File: src/rtl/timer0_peripheral.sv
// TMR0 timer/counter with 8-bit prescaler, OPTION_REG and synchronised external clock input.
// TMR0 decodes at 0x001/0x101 and OPTION_REG at 0x081/0x181 on the core's peripheral bus.
module timer0_peripheral #(
  parameter int CLKS_PER_INSTR = 4,
  parameter int SYNC_STAGES    = 2
) (
  input  logic       clk,
  input  logic       rst,
  input  logic [8:0] addr,
  input  logic [7:0] data_in,
  input  logic       wr_en,
  input  logic       t0cki,
  output logic [7:0] data_out,
  output logic       rd_hit,
  output logic       t0if_set
);

  localparam int               DIV_W    = (CLKS_PER_INSTR > 1) ? $clog2(CLKS_PER_INSTR) : 1;
  localparam logic [DIV_W-1:0] DIV_LAST = DIV_W'(CLKS_PER_INSTR - 1);

  logic [7:0]             tmr0_q, tmr0_d;
  logic [7:0]             option_q, option_d;
  logic [7:0]             pre_q, pre_d;
  logic [DIV_W-1:0]       div_q, div_d;
  logic [SYNC_STAGES-1:0] sync_q, sync_d;
  logic                   edge_q;
  logic [1:0]             inh_q, inh_d;
  logic                   t0if_q, t0if_d;

  logic       sel_tmr0, sel_opt, wr_tmr0, wr_opt;
  logic       t0cs, t0se, psa;
  logic [2:0] ps;
  logic       tcy_tick, sync_last, ext_tick, src_tick;
  logic [7:0] pre_inc, low_mask;
  logic       pre_tick, inc_tick;

  assign sel_tmr0 = (addr == 9'h001) || (addr == 9'h101);
  assign sel_opt  = (addr == 9'h081) || (addr == 9'h181);
  assign wr_tmr0  = wr_en && sel_tmr0;
  assign wr_opt   = wr_en && sel_opt;

  assign t0cs = option_q[5];
  assign t0se = option_q[4];
  assign psa  = option_q[3];
  assign ps   = option_q[2:0];

  always_comb begin
    data_out = 8'h00;
    if (sel_tmr0)     data_out = tmr0_q;
    else if (sel_opt) data_out = option_q;
  end

  assign rd_hit   = sel_tmr0 || sel_opt;
  assign t0if_set = t0if_q;

  assign tcy_tick = (div_q == DIV_LAST);
  assign div_d    = tcy_tick ? '0 : div_q + 1'b1;

  // edge_q holds the previous synchronised level, so pin-to-tick latency is SYNC_STAGES+1
  generate
    if (SYNC_STAGES > 1) begin : g_sync_chain
      assign sync_d = {sync_q[SYNC_STAGES-2:0], t0cki};
    end else begin : g_sync_single
      assign sync_d = t0cki;
    end
  endgenerate

  assign sync_last = sync_q[SYNC_STAGES-1];
  assign ext_tick  = t0se ? (~sync_last & edge_q) : (sync_last & ~edge_q);
  assign src_tick  = t0cs ? ext_tick : tcy_tick;

  // Divide-by-2^(PS+1): fires when bit PS is set and every lower bit is clear
  assign pre_inc  = pre_q + 8'd1;
  assign low_mask = (8'd1 << ps) - 8'd1;
  assign pre_tick = pre_inc[ps] && ((pre_inc & low_mask) == 8'h00);
  assign inc_tick = psa ? src_tick : (src_tick && pre_tick);

  always_comb begin
    tmr0_d   = tmr0_q;
    option_d = option_q;
    pre_d    = pre_q;
    inh_d    = inh_q;
    t0if_d   = 1'b0;

    if (!psa && src_tick) pre_d = pre_inc;
    if (tcy_tick && (inh_q != 2'd0)) inh_d = inh_q - 2'd1;

    // A TMR0 write takes priority over a coincident increment and suppresses its overflow
    if (wr_tmr0) begin
      tmr0_d = data_in;
      pre_d  = 8'h00;
      inh_d  = 2'd2;
    end else if (inc_tick && (inh_q == 2'd0)) begin
      tmr0_d = tmr0_q + 8'd1;
      t0if_d = (tmr0_q == 8'hFF);
    end

    if (wr_opt) option_d = data_in;
  end

  always_ff @(posedge clk or negedge rst) begin
    if (!rst) begin
      tmr0_q   <= 8'h00;
      option_q <= 8'hFF;
      pre_q    <= 8'h00;
      div_q    <= '0;
      sync_q   <= '0;
      edge_q   <= 1'b0;
      inh_q    <= 2'd0;
      t0if_q   <= 1'b0;
    end else begin
      tmr0_q   <= tmr0_d;
      option_q <= option_d;
      pre_q    <= pre_d;
      div_q    <= div_d;
      sync_q   <= sync_d;
      edge_q   <= sync_last;
      inh_q    <= inh_d;
      t0if_q   <= t0if_d;
    end
  end

endmodule

File: config.mk
export PLATFORM = sky130hd
export DESIGN_NAME = timer0_peripheral
export DESIGN_NICKNAME = d
export VERILOG_FILES = /design/src/rtl/timer0_peripheral.sv
export SDC_FILE = /design/constraint.sdc
export NUM_CORES = 1
export LEC_CHECK = 0
export BUFFER_PORTS_ARGS = -buffer_cell sky130_fd_sc_hd__buf_2
export CAP_MARGIN = 10
export CORE_MARGIN = 2
export CORE_UTILIZATION = 50
export CTS_CLUSTER_SIZE = 30
export DETAILED_ROUTE_END_ITERATION = 6
export PLACE_DENSITY = 0.71
export SLEW_MARGIN = 5
export SYNTH_ARGS = -nofsm -noshare
export SYNTH_HDL_FRONTEND = slang
export SYNTH_SLANG_ARGS = --single-unit
File: constraint.sdc
create_clock -name clk -period 5 [get_ports clk]
set_input_delay 0 -clock clk [delete_from_list [all_inputs] [get_ports clk]]
set_output_delay 0 -clock clk [all_outputs]
set_load 0.05 [all_outputs]
== Word-level counts from Yosys, hierarchy flattened ==
Cells that the tools add are included.

* Register bits after elaboration: 32
* Bits of input ports: 21
* Output and inout bits: 10

* Add/subtract/negate cells: 5
* Order comparisons: 1
* Equal/unequal tests: 6
* Shift operators: 1
* Mux-type cells: 16
* Bitwise gates (word level): 5
* Reduce and logical (&&, ||, !) cells: 17

{| class="wikitable"
|+ Operator list
! operator !! number
|-
| $mux W8 || 6
|-
| $eq A9 B9 Y1 const B || 2
|-
| $add A8 B1 Y8 const B || 2
|-
| $eq A9 B1 Y1 const B || 1
|-
| $eq A9 B8 Y1 const B || 1
|-
| $and A8 B8 Y8 || 1
|-
| $eq A8 B8 Y1 const B || 1
|-
| $logic_not A8 Y1 || 1
|-
| $reduce_bool A2 Y1 || 4
|-
| $shl A1 B3 Y8 const A || 1
|-
| $sub A8 B1 Y8 const B || 1
|-
| $logic_and A1 B1 Y1 || 7
|-
| $mux W1 || 6
|-
| $mux W2 || 3
|-
| $lt A3 B4 Y1 const B || 1
|-
| $bmux W1 S3 || 1
|-
| $logic_or A1 B1 Y1 || 3
|-
| $add A2 B1 Y2 const B || 1
|-
| $and A1 B1 Y1 || 2
|-
| $eq A2 B2 Y1 const B || 1
|-
| $logic_not A2 Y1 || 1
|-
| $not A1 Y1 || 2
|-
| $sub A2 B1 Y2 const B || 1
|-
| $logic_not A1 Y1 || 1
|}

== Logic depth before layout (Yosys ltp) ==
* Depth in word-level cells: 10
* Depth in mapped cells: 9
* Depth with buffers taken out: 9

== Worst setup path after synthesis ==
Ideal clock, no wire load.

* Kind: register to register
* From: register pre_q[1]
* To: register tmr0_q[2]
* Setup time: 0.082 ns
* Arrival time: 2.123 ns
* Slack: 2.795 ns
* Cell stages (with the launch flop): 9
* Path buffers: 1
* Period minus slack after synthesis: 2.205 ns
* Cell sequence: dfrtp_1 -> ha_1 -> and3_1 -> buf_6 -> xnor3_1 -> a211oi_2 -> a2111oi_2 -> or4_1 -> a31oi_1

* Longest elaborated chain between the ends: 8
* Elaborated cells between the ends (all ways): 10
* Those cells by class: add/sub (1); mux (3); bitwise (1); reduce/logical (5)

{| class="wikitable"
|+ Ends and longest elaborated chain
! what !! line !! text
|-
| start: declaration || 23 || <nowiki>logic [7:0] pre_q, pre_d;</nowiki>
|-
| start signal: assignment || 114 || <nowiki>pre_q <= pre_d;</nowiki>
|-
| $add A8 B1 Y8 * || 73 || <nowiki>assign pre_inc = pre_q + 8'd1;</nowiki>
|-
| $bmux W1 S3 / $and A8 B8 Y8 (equally long branches) || 75 || <nowiki>assign pre_tick = pre_inc[ps] && ((pre_inc & low_mask) == 8'h00);</nowiki>
|-
| $mux W1 (implied by the code) / $logic_not A8 Y1 (equally long branches) || 75 ||
|-
| $logic_and A1 B1 Y1 * || 75 ||
|-
| $logic_and A1 B1 Y1 * || 76 || <nowiki>assign inc_tick = psa ? src_tick : (src_tick && pre_tick);</nowiki>
|-
| $mux W1 * || 76 ||
|-
| $logic_and A1 B1 Y1 * || 93 || <nowiki>end else if (inc_tick && (inh_q == 2'd0)) begin</nowiki>
|-
| $reduce_bool A2 Y1 (no source line) * || n/a ||
|-
| end signal: assignment || 112 || <nowiki>tmr0_q <= tmr0_d;</nowiki>
|-
| end: declaration || 21 || <nowiki>logic [7:0] tmr0_q, tmr0_d;</nowiki>
|}

Every way passes the cells marked *; elsewhere a longest branch is shown, timed or not. The select of a mux whose other input is x is not followed.
A chain may end at the register's enable or synchronous reset.

== Worst setup path after layout ==
* From: register pre_q[0]
* To: register tmr0_q[6]

The elaborated chain is that of the path after synthesis.

==> impl_summary.log <==
[metrics] run status: finished clean
[metrics] Cell variety after synth: 53
[metrics] post-synthesis to final-layout area growth: 15.0%
[metrics] largest net degree at the start of global routing: 33
[metrics] placed instance area: 0.00228 sq mm
[metrics] CTS sink count: 32
[metrics] slew at the pin closest to its max-slew limit: 1230 ps
[metrics] cell type contributing the most total cell area after synthesis: dfrtp_1
[metrics] commonest cells in the netlist: nor2_1, nand2_1, dfrtp_1
[metrics] cell area after synthesis: about 0.0022 sq mm
[metrics] peak ir drop on the vdd network: about 0.24 mV
[metrics] first drt pass iteration count: 4
[metrics] wire length per cell: 14.8 microns
[metrics] async set or reset register ratio after synthesis: 100%
[metrics] kind of start point of the critical path: flip-flop
[metrics] GRT Residual Overflow: 0
[metrics] remaining number of nets flagged by the antenna check after routing: 0
[metrics] gr usage total: 20.0%
[metrics] CTS tree: built
[metrics] power density normalized to cell area: about 380 mW/mm^2
[metrics] worst-case clock skew: 9.50 ps
[metrics] overall via count from detail_route: 1,835
[metrics] via count of the first global-routing pass: 1,716
[metrics] Die Span Y: between 60 and 70 microns
[metrics] Leak Pwr: 1.11 nW
[metrics] total negative setup slack: 0 ps
[metrics] Hold Violations, Final: 0
[metrics] primary flip-flop cell chosen by synthesis mapping: dfrtp_1
[metrics] element type at the critical path end: flip-flop
[metrics] core area: between 0.004 and 0.005 sq mm
[metrics] layout cell share with drive strength beyond 1: between 20% and 30%
[metrics] number of DRC markers after the initial detailed-route iteration: between 90 and 100
[metrics] synthesized netlist cell count: 231
[metrics] part of the cycle the worst path needs: 51.5%
[metrics] Post-Syn Nets: approximately 260
[metrics] Crit Path Category: reg -> reg
[metrics] Max Fclk: 388 MHz
[metrics] data arrival time of the critical path: 2780 ps
[metrics] post-synthesis average cell area: 9.37 sq um
[metrics] vias per std cell: 5.81
[metrics] Final HPWL DP: 3.24 mm
[metrics] worst slack after detailed placement: 2470 ps
[metrics] Row Count: 23
[metrics] drt total wl: 4.66 mm
[metrics] maximum number of buffers from clock root to sink: 2
[metrics] most used standard cell by instance count after synthesis: nor2_1
[metrics] DR DRC count: 0
[metrics] Initial Utilization: 53.0%
[metrics] Ports: 31
[metrics] Tightest Hold Check Type: in -> reg
[metrics] max-slew headroom at the worst pin: 17.5%
[metrics] post-route cell area: between 0.002 and 0.0025 sq mm
[metrics] max-capacitance violation count: 0
[metrics] # setup viols final: 0
[metrics] diode count: 0
[metrics] fin nets: 290
[metrics] routability congestion estimate: 0.837
[metrics] die outline area: 0.00487 sq mm
[metrics] Resized cells post-CTS: 0
[metrics] count of input and output buffers: 29
[metrics] clock root buffer: clkbuf_8
[metrics] TritonCTS buffer count: 5
[metrics] clock latency of the later-clocked register in the worst-skew pair: 280 ps
[metrics] Synth area leaders: dfrtp_1, dfstp_2, nor2_1, nand2_1, mux2i_1
[metrics] number of antenna violations at the first check in global routing: 0
[metrics] hold bufs inserted after CTS: 10
[metrics] area share of the largest cell type after synthesis: 27.7%
[metrics] DIE WIDTH: 69.8 microns
[metrics] unrepaired setup endpoints after global routing: no
[metrics] htree depth: 2
[metrics] Seq cells post-synth: 32
[metrics] data required time of the worst path: 5200 ps
[metrics] Synthesis Warnings: 0
[metrics] Worst Setup Slack, final: 2420 ps
[metrics] Pins Over Slew Limit: 0
[metrics] EDFF count, synth: 0
[metrics] wire length of the first global-routing pass: about 8 mm
[metrics] register-to-register setup slack: 2420 ps
[metrics] clock transition at the register clock pins on the worst setup and hold paths after CTS: 80 ps
[metrics] Post CTS Setup Buffer Count: 0
[metrics] Max Fanout on Critical Path: 8
[metrics] minimum period implied by the final worst setup slack: roughly 2600 ps
[metrics] sequential fraction of the synthesis area: 37.5%
==> cells in the final DEF (no fill, tap or decap), types with 2 or more instances in the layout <==
cell / count
a2111oi_2: 2
a211o_1: 2
a21oi_1: 3
a21oi_2: 2
a31oi_1: 4
and3_1: 2
buf_2: 29
clkbuf_8: 5
dfrtp_1: 24
dfstp_2: 8
dlygate4sd3_1: 10
ha_1: 4
inv_1: 8
mux2_2: 8
mux2i_1: 9
nand2_1: 26
nand2b_1: 2
nand3_1: 10
nand4_1: 2
nor2_1: 33
nor3_1: 5
nor3b_2: 2
nor4_1: 3
o2111ai_1: 3
o211a_1: 4
o211ai_1: 8
o21a_1: 3
o21ai_0: 4
o21ai_1: 4
o31a_1: 2
o31ai_1: 2
xnor2_1: 4
xor2_1: 7
==> routing by layer <==
| metal | part of all wire, % | track usage (%) | vias up | wire length, microns |
|---|---|---|---|---|
| li1 | - | - | 902 | - |
| met1 | 48 | 27.1 | 866 | 2220 |
| met2 | 46 | 31.4 | 58 | 2120 |
| met3 | 4.8 | 4.07 | 9 | 223 |
| met4 | 2.0 | 7.69 | 0 | 91 |
| met5 | 0 | 0 | - | 0 |
==> cell families after synthesis <==
logic type               Yosys count  share of synthesized area, %
AND/OR/NAND/NOR                   96                          21.6
AO/OA/AOI/OAI                     48                          17.7
flip-flops                        32                          37.5
buffers and inverters             21                          6.07
multiplexers                      18                          9.36
XOR/XNOR                          12                          5.49
adder cells (fa/ha/maj)            4                          2.31
==> critical path, stage by stage (launching register included) <==
cell and delay (ps):
dfrtp_1 480, ha_1 300, and3_1 300, xnor3_1 300, a2111oi_2 380, a21oi_2 110
a21boi_4 280, o2111ai_1 140, a31oi_1 210
==> state kept, by name, summed over array words and instances (netlist names) <==
register  count
inh_q         2
option_q      8
t0if_set      1
sync_q        2
edge_q        1
pre_q         8
div_q         2
tmr0_q        8
==> per-stage QoR <==
stage	hold WS [ps]	utilization, %	total power [mW]	instances
final	283	60.9	0.950	316
after global routing	317	60.9	1.01	316
after CTS	281	60.9	0.955	316
after detailed placement	90.9	55.8	0.695	298
after global placement	82.6	55.8	0.688	298
after floorplan	-296	-	0.651	231
==> cell type report <==
cell class	instances	area [sq um]
flip-flops and latches	32	811
inverters	8	30.0
multi-input cells	178	1220
fillers	348	1600
well taps	50	62.6
repair buffers	40	253
clock buffers	5	68.8
clock inverters	3	42.5
==> power by group <==
group          switching, mW  internal, mW  total [mW]
Clock                  0.100         0.147       0.247
Combinational          0.170         0.152       0.322
Sequential            0.0711         0.309       0.380
==> final timing paths <==
kind / cells past startpoint / startpoint / to
max in group asynchronous: 2 / rst / tmr0_q[0]
min: 3 / wr_en / tmr0_q[2]
min in group asynchronous: 2 / rst / sync_q[0]
max: 8 / pre_q[0] / tmr0_q[6]
min reg2reg: 0 / sync_q[0] / sync_q[1]
max reg2reg: 8 / pre_q[0] / tmr0_q[6]
Note: power is estimated with default switching activity, not from simulation.
